--- src/rtl/tap_event_counter_bank_if.sv ---
// DR-side command/readout bus of tap_event_counter_bank.
// The DR decoder pushes 8-bit commands as one-cycle strobes; the DR encoder
// samples the tagged counter word.
// Handshake: inbound_valid is a single-cycle qualifier for inbound_data with
// no ready/backpressure -- a command is consumed on every tck edge where
// inbound_valid=1. outbound_data is a free-running registered word with no
// valid; the encoder samples it at Capture-DR.
interface tap_event_counter_bank_if #(
  parameter int OUT_WIDTH = 32
) ();
  logic                 inbound_valid;
  logic [7:0]           inbound_data;
  logic [OUT_WIDTH-1:0] outbound_data;

  // DR decoder/encoder side
  modport master (
    output inbound_valid,
    output inbound_data,
    input  outbound_data
  );

  // Counter bank side
  modport slave (
    input  inbound_valid,
    input  inbound_data,
    output outbound_data
  );
endinterface

--- src/rtl/tap_event_counter_bank.sv ---
// tap_event_counter_bank: COUNTERS independent event counters clocked by tck,
// controlled by 8-bit commands (SELECT/CLEAR/MODE/SNAPSHOT) and read out as
// {counter_sel, overflow, value} through a registered mux.
// Optional feature macro: TAP_EVENT_COUNTER_SNAPSHOT_EN builds a snapshot
// bank; when undefined, SNAPSHOT commands are ignored and the output always
// shows live counters.
module tap_event_counter_bank #(
  parameter int COUNTERS      = 8,
  parameter int COUNTER_WIDTH = 28,
  parameter int SEL_WIDTH     = $clog2(COUNTERS),
  parameter int OUT_WIDTH     = SEL_WIDTH + 1 + COUNTER_WIDTH
) (
  input  logic                  tck,
  input  logic                  rst_n,
  input  logic [COUNTERS-1:0]   events,
  tap_event_counter_bank_if.slave dr
);

  localparam logic [3:0] OP_SELECT = 4'b1001;
  localparam logic [3:0] OP_CLEAR  = 4'b1100;
  localparam logic [3:0] OP_MODE   = 4'b1011;

  logic [COUNTER_WIDTH-1:0] cnt_q [COUNTERS];
  logic [COUNTER_WIDTH-1:0] cnt_d [COUNTERS];
  logic [COUNTERS-1:0]      ovf_q, ovf_d;
  logic [SEL_WIDTH-1:0]     sel_q, sel_d;
  logic                     sat_q, sat_d;
  logic [OUT_WIDTH-1:0]     out_q, out_d;

  logic [3:0]               opcode;
  logic [3:0]               arg;
  logic [COUNTERS-1:0]      clr_mask;

`ifdef TAP_EVENT_COUNTER_SNAPSHOT_EN
  localparam logic [3:0] OP_SNAPSHOT = 4'b1010;

  logic [COUNTER_WIDTH-1:0] snap_cnt_q [COUNTERS];
  logic [COUNTER_WIDTH-1:0] snap_cnt_d [COUNTERS];
  logic [COUNTERS-1:0]      snap_ovf_q, snap_ovf_d;
  logic                     snap_act_q, snap_act_d;
`endif

  // Command decode, counter update and output mux selection.
  always_comb begin
    opcode   = dr.inbound_data[7:4];
    arg      = dr.inbound_data[3:0];
    sel_d    = sel_q;
    sat_d    = sat_q;
    clr_mask = '0;

    if (dr.inbound_valid && opcode == OP_SELECT && int'(arg) < COUNTERS)
      sel_d = arg[SEL_WIDTH-1:0];

    if (dr.inbound_valid && opcode == OP_MODE)
      sat_d = arg[0];

    // arg[3] clears all; otherwise arg[2:0] names one channel, and a
    // channel number beyond the bank simply matches nothing.
    for (int i = 0; i < COUNTERS; i++) begin
      if (dr.inbound_valid && opcode == OP_CLEAR &&
          (arg[3] || int'(arg[2:0]) == i))
        clr_mask[i] = 1'b1;
    end

    // Clear beats a same-cycle event; the increment policy follows the
    // mode register as it stood before this edge.
    for (int i = 0; i < COUNTERS; i++) begin
      cnt_d[i] = cnt_q[i];
      ovf_d[i] = ovf_q[i];
      if (clr_mask[i]) begin
        cnt_d[i] = '0;
        ovf_d[i] = 1'b0;
      end else if (events[i]) begin
        if (&cnt_q[i]) begin
          ovf_d[i] = 1'b1;
          if (!sat_q) cnt_d[i] = '0;
        end else begin
          cnt_d[i] = cnt_q[i] + COUNTER_WIDTH'(1);
        end
      end
    end

`ifdef TAP_EVENT_COUNTER_SNAPSHOT_EN
    // Snapshot captures the pre-edge live state, so events and clears
    // arriving in the same cycle are excluded.
    snap_act_d = snap_act_q;
    snap_ovf_d = snap_ovf_q;
    for (int i = 0; i < COUNTERS; i++) snap_cnt_d[i] = snap_cnt_q[i];
    if (dr.inbound_valid && opcode == OP_SNAPSHOT) begin
      snap_act_d = 1'b1;
      snap_ovf_d = ovf_q;
      for (int i = 0; i < COUNTERS; i++) snap_cnt_d[i] = cnt_q[i];
    end

    if (snap_act_q)
      out_d = {sel_q, snap_ovf_q[sel_q], snap_cnt_q[sel_q]};
    else
      out_d = {sel_q, ovf_q[sel_q], cnt_q[sel_q]};
`else
    out_d = {sel_q, ovf_q[sel_q], cnt_q[sel_q]};
`endif
  end

  // State registers; reset clears everything including the output word.
  always_ff @(posedge tck or negedge rst_n) begin
    if (!rst_n) begin
      for (int i = 0; i < COUNTERS; i++) cnt_q[i] <= '0;
      ovf_q <= '0;
      sel_q <= '0;
      sat_q <= 1'b0;
      out_q <= '0;
`ifdef TAP_EVENT_COUNTER_SNAPSHOT_EN
      for (int i = 0; i < COUNTERS; i++) snap_cnt_q[i] <= '0;
      snap_ovf_q <= '0;
      snap_act_q <= 1'b0;
`endif
    end else begin
      for (int i = 0; i < COUNTERS; i++) cnt_q[i] <= cnt_d[i];
      ovf_q <= ovf_d;
      sel_q <= sel_d;
      sat_q <= sat_d;
      out_q <= out_d;
`ifdef TAP_EVENT_COUNTER_SNAPSHOT_EN
      for (int i = 0; i < COUNTERS; i++) snap_cnt_q[i] <= snap_cnt_d[i];
      snap_ovf_q <= snap_ovf_d;
      snap_act_q <= snap_act_d;
`endif
    end
  end

  assign dr.outbound_data = out_q;

endmodule

--- src/flat_wrapper.sv ---
// flat-port wrapper written by rule: the top's interface ports become plain ports
module tap_event_counter_bank_flat 
#(
  parameter int COUNTERS      = 8,
  parameter int COUNTER_WIDTH = 28,
  parameter int SEL_WIDTH     = $clog2(COUNTERS),
  parameter int OUT_WIDTH     = SEL_WIDTH + 1 + COUNTER_WIDTH
)
  (tck, rst_n, events, dr_inbound_valid, dr_inbound_data, dr_outbound_data);
  tap_event_counter_bank_if #(.OUT_WIDTH(OUT_WIDTH)) dr_i ();
  input  logic tck;
  input  logic rst_n;
  input  logic [COUNTERS-1:0] events;
  input wire logic [$bits(dr_i.inbound_valid)-1:0] dr_inbound_valid;
  input wire logic [$bits(dr_i.inbound_data)-1:0] dr_inbound_data;
  output wire logic [$bits(dr_i.outbound_data)-1:0] dr_outbound_data;
  assign dr_i.inbound_valid = dr_inbound_valid;
  assign dr_i.inbound_data = dr_inbound_data;
  assign dr_outbound_data = dr_i.outbound_data;
  tap_event_counter_bank #(.COUNTERS(COUNTERS), .COUNTER_WIDTH(COUNTER_WIDTH), .SEL_WIDTH(SEL_WIDTH), .OUT_WIDTH(OUT_WIDTH)) u_core (.tck(tck), .rst_n(rst_n), .events(events), .dr(dr_i));
endmodule
--- config.mk ---
export PLATFORM = sky130hd
export DESIGN_NAME = tap_event_counter_bank_flat
export DESIGN_NICKNAME = d
export VERILOG_FILES = /design/src/rtl/tap_event_counter_bank_if.sv /design/src/rtl/tap_event_counter_bank.sv /design/src/flat_wrapper.sv
export SDC_FILE = /design/constraint.sdc
export NUM_CORES = 1
export LEC_CHECK = 0
export BUFFER_PORTS_ARGS = -buffer_cell sky130_fd_sc_hd__buf_2
export CELL_PAD_IN_SITES_DETAIL_PLACEMENT = 2
export CELL_PAD_IN_SITES_GLOBAL_PLACEMENT = 2
export CORE_MARGIN = 2
export CORE_UTILIZATION = 41
export CTS_BUF_LIST = sky130_fd_sc_hd__clkbuf_16
export CTS_CLUSTER_DIAMETER = 30
export DETAILED_ROUTE_END_ITERATION = 8
export GPL_ROUTABILITY_DRIVEN = 0
export PLACE_DENSITY = 0.88
export SLEW_MARGIN = 0
export SYNTH_ARGS = -nofsm -noshare
export SYNTH_HDL_FRONTEND = slang
export SYNTH_SLANG_ARGS = --single-unit
export TNS_END_PERCENT = 100
--- constraint.sdc ---
create_clock -name tck -period 3.3 [get_ports tck]
set_clock_uncertainty 0.15 [all_clocks]
set_input_delay 0.66 -clock tck [delete_from_list [all_inputs] [get_ports tck]]
set_output_delay 0.66 -clock tck [all_outputs]
set_load 0.05 [all_outputs]
==> impl_metrics.ini, run 1 <==
[worst_setup_path]
cp.arrival_ns = 3.63
cp.depth = 9
reg2reg_to = u_core.cnt_q[211]$_DFFE_PN0P_
endpoint = u_core.cnt_q[211]$_DFFE_PN0P_
cp_slowest_stage_delay_ns = 0.52
critical_path.top_delay_family = simple AND/OR/NAND/NOR gates
startpoint = u_core.cnt_q[197]$_DFFE_PN0P_
crit_slowest_cell = dfrtp_1
rr_startpoint = u_core.cnt_q[197]$_DFFE_PN0P_
cp-start-kind = flip-flop
ff2ff_path_depth = 9
cp.required_ns = 3.64
crit_chain = ha_1 > nand3_1 > or3_1 > buf_4 > o41ai_4 > and2_4 > buf_4 > o21ai_0 > o21ai_0
critPathCaptureType = flip-flop
worstSetupPathType = flip-flop to flip-flop
cp.buffers_inverters = 2
cp_max_fo = 11
regToRegSetupSlack_ns = 0.01

[outcome]
status = completed

[power]
p_leak_nw = 8.31
ir_drop_mv = 0.450
power_density_nw_per_um2 = 720

[sta]
finalCritPeriodShare = 0.995
fmax_mhz = 304
max_slew_margin = 0.239
hold_viol_final = 0
worstMarginPinSlew_ns = 1.14
period_minus_slack_ns = 3.29
grt_setup_unrepaired = no
report.final.slew_viol_count = 0
finalSetupViolCount = 0
worst_hold_slack_ns = 0.255
fin_setup_tns_ns = 0

[synth]
synth_flop_cell = dfrtp_1
syn_inst = 1705
syn_avg_cell_area_sq_um = 9.34
synth_edf_count = 0
synth_area_leader_cell = dfrtp_1
synthArstFlopShare = 1.00
synth_fp_nets = 1732
ys_ff_latch = 268
synth_top_area_frac = 0.421
yosysUniqueCellTypes = 74
synth_warnings = 0
seq_area_frac_synth = 0.421
synth.area.top_cells = dfrtp_1 42%, mux4_2 8.2%, o21ai_0 5.8%
syn_area_sq_um = 15900

[drt]
drtAntennaViolNets = 0
first_pass_iters = 6
wirelength_mm = 95.1
vias_per_cell = 7.71
wl_per_cell_microns = 39.5
drc = 0
vias = 18600
drtIter0Drc = 2891

[grt]
grt_start_max_net_pins = 94
grt_pass1_wl_mm = 139
grt_remaining_overflow = 0
antenna_found_initial = 20
track_usage = 0.465
grt_pass1_vias = 19800

[floorplanning]
core_sq_um = 38500
start_util = 0.414
die-area_sq_um = 40400
io_pins = 51
fp.dieH_microns = 201
rows = 72
die_w_microns = 201

[cells_and_area]
nNetsFinal = 1845
drive_gt1_frac = 0.197
syn_to_final_growth_pct = 23.4
post-route-util = 0.511
fillers = 3919

[placement]
post-dp-hpwl_mm = 51.5
numPortBuffers = 50

[clock_tree]
numCtsBuffers = 76
cts_tree = yes
htreeDepth = 3
clk_pin_slew_ns = 0.05
cts.path.max_buffers = 3
insertion_delay_ns = 0.64
cts_sinks = 268
cts_root_buf = clkbuf_16

[run]
max_cap_violations = 0

[min_path]
hold_class = primary input to flip-flop
[worst reg2reg max path: stages, from the launching register on]
cell and delay, ns:
dfrtp_1 0.52, ha_1 0.30, nand3_1 0.11, or3_1 0.50, buf_4 0.25, o41ai_4 0.42
and2_4 0.30, buf_4 0.26, o21ai_0 0.20, o21ai_0 0.16
[what timing repair did]
action	4_1_cts	5_1_grt
gates resized for setup	0	11
buffers inserted	0	9
gates cloned	1	0
hold endpoints to repair	16	0
endpoints found under the setup margin	9	100
pin swaps	1	2
hold buffers	1	0
[sequential cells by signal, indices dropped and copies added (netlist names)]
register / flops
u_core.sel_q: 3
u_core.cnt_q: 224
u_core.ovf_q: 8
u_core.dr.outbound_data: 32
u_core.sat_q: 1
[per-layer routing]
| metal | GRT usage | vias up | part of all wire |
|---|---|---|---|
| met4 | 0.317 | 14 | 0.081 |
| met5 | 0 | - | 0.0010 |
| met2 | 0.709 | 1795 | 0.44 |
| met3 | 0.157 | 668 | 0.13 |
| li1 | - | 6813 | - |
| met1 | 0.558 | 9285 | 0.35 |
[how the worst min path moves through the flow]
stage	from	to	slack, ns	cells past startpoint
final	events[2]	u_core.cnt_q[146]$_DFFE_PN0P_	0.26	2
after floorplan	u_core.sel_q[0]$_DFFE_PN0P_	u_core.dr.outbound_data[29]$_DFF_PN0_	0.20	0
after detailed placement	u_core.cnt_q[218]$_DFFE_PN0P_	u_core.cnt_q[218]$_DFFE_PN0P_	0.36	1
after CTS	events[2]	u_core.cnt_q[146]$_DFFE_PN0P_	0.23	2
after global placement	u_core.ovf_q[4]$_DFFE_PN0P_	u_core.ovf_q[4]$_DFFE_PN0P_	0.33	2
after global routing	events[2]	u_core.cnt_q[146]$_DFFE_PN0P_	0.26	2
[synthesized netlist by cell type, drive strengths merged, types with 9 or more instances]
cell type	number
o31ai	50
mux2	33
and3	55
nand2	179
dfrtp	268
or3	25
o211ai	15
a21oi	69
buf	52
and2	29
or4	12
o21ai	205
nor2	115
o41ai	9
inv	30
clkbuf	46
and4	25
nand4	75
nor4	9
a31oi	72
nand3	104
mux4	58
nor3	48
nor2b	13
a211o	9
[power breakdown]
group / internal [mW] / total, mW / switching [mW]
sequential: 3.63 / 4.45 / 0.824
combinational: 0.766 / 2.21 / 1.44
clock: 4.92 / 7.49 / 2.57
[metrics by stage]
stage          total power, mW  std cells  setup slack, ns  instance area, sq um
2_1_floorplan             5.30       1705            0.751                 15900
3_3_place_gp              6.06       2246            0.272                 17000
3_5_place_dp              6.25       2246           0.0632                 17000
4_1_cts                   13.8       2388          0.00326                 19500
5_1_grt                   14.3       2400           0.0167                 19600
6_report                  14.2       2409           0.0149                 19700
[cell usage in the layout, fill, tap and decap left out, types with 13 or more instances in the layout]
cell type,count
dfrtp_1,265
and4_1,25
nand4_1,74
nand3_1,104
and2_1,25
buf_4,74
a21oi_1,67
nor3_1,46
nor2_1,113
clkbuf_16,79
o21ai_1,21
buf_2,49
inv_1,42
and3_1,55
mux4_2,58
or3_1,25
nand2_1,178
a31oi_1,72
nor2b_1,13
clkinv_1,18
o211ai_1,14
o21ai_0,183
o31ai_1,48
mux2_2,33
[cells by family after synthesis]
group / synth area share
buffers and inverters: 0.0369
and+or+nand+nor: 0.236
DFF: 0.421
adders and majority gates: 0.00629
muxes: 0.109
AOI/OAI and AO/OA: 0.191
[area by class of cell]
cell class,instances,area [sq um],area share
Multi-Input combinational cell,1310,8700,0.443
Sequential cell,268,6710,0.342
Clock buffer,79,1980,0.101
Timing Repair Buffer,132,957,0.0487
Tap cell,518,648,0.0330
Clock inverter,61,520,0.0265
Inverter,30,113,0.00573
Antenna cell,11,27.5,0.00140
No activity file was read; power rests on OpenSTA's default activity.
==> run 2: changes to the inputs <==
Settings changed: CTS_BUF_LIST sky130_fd_sc_hd__clkbuf_16 to default, REMOVE_ABC_BUFFERS from default to 1.
==> impl_metrics.ini, run 2 (synthesis gave the netlist of run 1 again) <==
[power]
swShare = 0.324
pwr-share-clk = 0.547
ir_drop_mv = 0.569
power_density_nw_per_um2 = 738
internal_power_mw = 9.80
p_leak_nw = 8.28
combPwrFrac = 0.146
pwr-share-seq = 0.307
netSwitchingPower_mw = 4.70

[outcome]
violations = negative setup slack
status = finished, violations left

[worst_setup_path]
rr_startpoint = u_core.cnt_q[85]$_DFFE_PN0P_
reg2reg_to = u_core.cnt_q[89]$_DFFE_PN0P_
cp-start-kind = flip-flop
critPathCaptureType = flip-flop
cp.arrival_ns = 3.62
cp_max_fo = 12
crit_chain = ha_1 > nand4_1 > nor4_1 > buf_4 > a211oi_2 > buf_4 > nand2_1 > o21ai_0
cp.required_ns = 3.60
regToRegSetupSlack_ns = -0.02
timing.critical_path.mode_cell = buf_4
ff2ff_path_depth = 8
crit_slowest_cell = a211oi_2
worstSetupPathType = flip-flop to flip-flop
cp_slowest_stage_delay_ns = 0.85

[cells_and_area]
syn_to_final_growth_pct = 23.5
drive_gt1_frac = 0.197
layout_commonest_cell = dfrtp_1
nNetsFinal = 1827
fillers = 3868
final_area_sq_um = 19700
top_register = u_core.cnt_q
mostFrequentLayoutCells = 266 x dfrtp_1, 184 x o21ai_0, 178 x nand2_1
largest_reg_flops = 224

[min_path]
whs_path_depth = 2
min_from = events[2]
holdPathEnd = u_core.cnt_q[146]$_DFFE_PN0P_
hold_class = primary input to flip-flop

[placement]
numPortBuffers = 50
place_area_sq_um = 16900
post-dp-hpwl_mm = 49.6

[clock_tree]
cts_sinks = 268
clk_pin_slew_ns = 0.05
cts_root_buf = clkbuf_16
htreeDepth = 3
insertion_delay_ns = 0.62
numCtsBuffers = 77
cts_tree = yes
cts.path.max_buffers = 3

[sta]
hold_viol_final = 0
timing.final.ws_setup_ns = -0.0238
finalCritPeriodShare = 1.01
period_minus_slack_ns = 3.32
grt_setup_unrepaired = no
max_slew_margin = 0.138
fin_setup_tns_ns = -0.0238
worstMarginPinSlew_ns = 1.29
report.final.slew_viol_count = 0
fmax_mhz = 301
finalSetupViolCount = 1

[drt]
vias_per_cell = 7.52
first_pass_iters = 6
vias = 17900
drc = 0
wl_per_cell_microns = 37.4
drtIter0Drc = 2466
wirelength_mm = 89.0
drtAntennaViolNets = 0

[grt]
grt_pass1_wl_mm = 134
grt_pass1_vias = 19100
antenna_found_initial = 12
track_usage = 0.442
grt_remaining_overflow = 0
grt_start_max_net_pins = 84

[floorplanning]
core_sq_um = 38500
io_pins = 51
start_util = 0.414
die_w_microns = 201
fp.dieH_microns = 201
rows = 72
die-area_sq_um = 40400

[run]
max_cap_violations = 0
==> run 2: changes by cell type in the layout (fill, tap and decap cells not counted), sizes merged <==
cell / previous run / this run
inv: 46 / 34
clkinv: 31 / 14
clkinvlp: 6 / 3
clkbuf: 79 / 105
diode: 11 / 6
o311ai: 9 / 8
buf: 131 / 113
bufinv: 8 / 10
==> run 2: per-stage QoR <==
step / setup slack [ns] / utilization / hold slack (ns) / total power, mW / std cells
after floorplan: -0.370 / - / 0.214 / 5.26 / 1607
after detailed placement: -0.000889 / 0.439 / 0.358 / 6.23 / 2233
after global routing: 0.00803 / 0.511 / 0.252 / 14.7 / 2377
final: -0.0238 / 0.511 / 0.257 / 14.5 / 2381
after CTS: 0.00838 / 0.510 / 0.234 / 14.4 / 2375
after global placement: 0.255 / 0.439 / 0.328 / 6.02 / 2233
==> run 2: routing by layer <==
layer	vias to the layer above	GRT usage	wire, microns
met2	1480	0.676	39600
li1	6762	-	-
met4	16	0.285	7050
met1	9132	0.556	32600
met5	-	0	154
met3	507	0.113	9580
==> run 2: power groups by stage <==
stage          Combinational (mW)  Sequential (mW)  Clock, mW
2_1_floorplan               0.918             4.34          0
3_3_place_gp                 1.74             4.28          0
3_5_place_dp                 1.89             4.35          0
4_1_cts                      2.05             4.38       7.94
5_1_grt                      2.19             4.45       8.10
6_report                     2.11             4.45       7.94
==> run 2: area by class of cell <==
cell class                 count  area [sq um]  area share
multi-input combinational   1309          8690       0.442
inverter                      30           113     0.00573
timing repair buffer         114           835      0.0424
sequential                   268          6710       0.341
tap                          518           648      0.0330
antenna                        6          15.0    0.000764
clock inverter                31           439      0.0223
clock buffer                 105          2210       0.113
==> run 2: critical path: cells and delay by family (launching register included) <==
family | cells | cell delay, ns
AO/OA/AOI/OAI | 2 | 1.27
flip-flops | 1 | 0.52
buffers and inverters | 2 | 0.48
AND/OR/NAND/NOR | 3 | 0.40
adder cells (fa/ha/maj) | 1 | 0.33
==> run 2: repair_timing <==
action	4_1_cts	5_1_grt
setup buffers	5	0
pin swaps	1	0
gates resized for setup	2	8
setup endpoints to repair	9	27
hold endpoints to repair	77	0
hold buffers	1	0
gates cloned	0	0
==> run 2: worst max-delay path by stage <==
stage / cells past startpoint / startpoint / slack, ns / endpoint
2_1_floorplan: 7 / u_core.cnt_q[0]$_DFFE_PN0P_ / -0.37 / u_core.cnt_q[9]$_DFFE_PN0P_
3_3_place_gp: 7 / dr_inbound_data[5] / 0.26 / u_core.cnt_q[99]$_DFFE_PN0P_
3_5_place_dp: 7 / dr_inbound_data[5] / -0.0009 / u_core.cnt_q[19]$_DFFE_PN0P_
4_1_cts: 8 / u_core.cnt_q[197]$_DFFE_PN0P_ / 0.008 / u_core.cnt_q[220]$_DFFE_PN0P_
5_1_grt: 8 / u_core.cnt_q[84]$_DFFE_PN0P_ / 0.008 / u_core.cnt_q[89]$_DFFE_PN0P_
6_report: 8 / u_core.cnt_q[85]$_DFFE_PN0P_ / -0.02 / u_core.cnt_q[89]$_DFFE_PN0P_
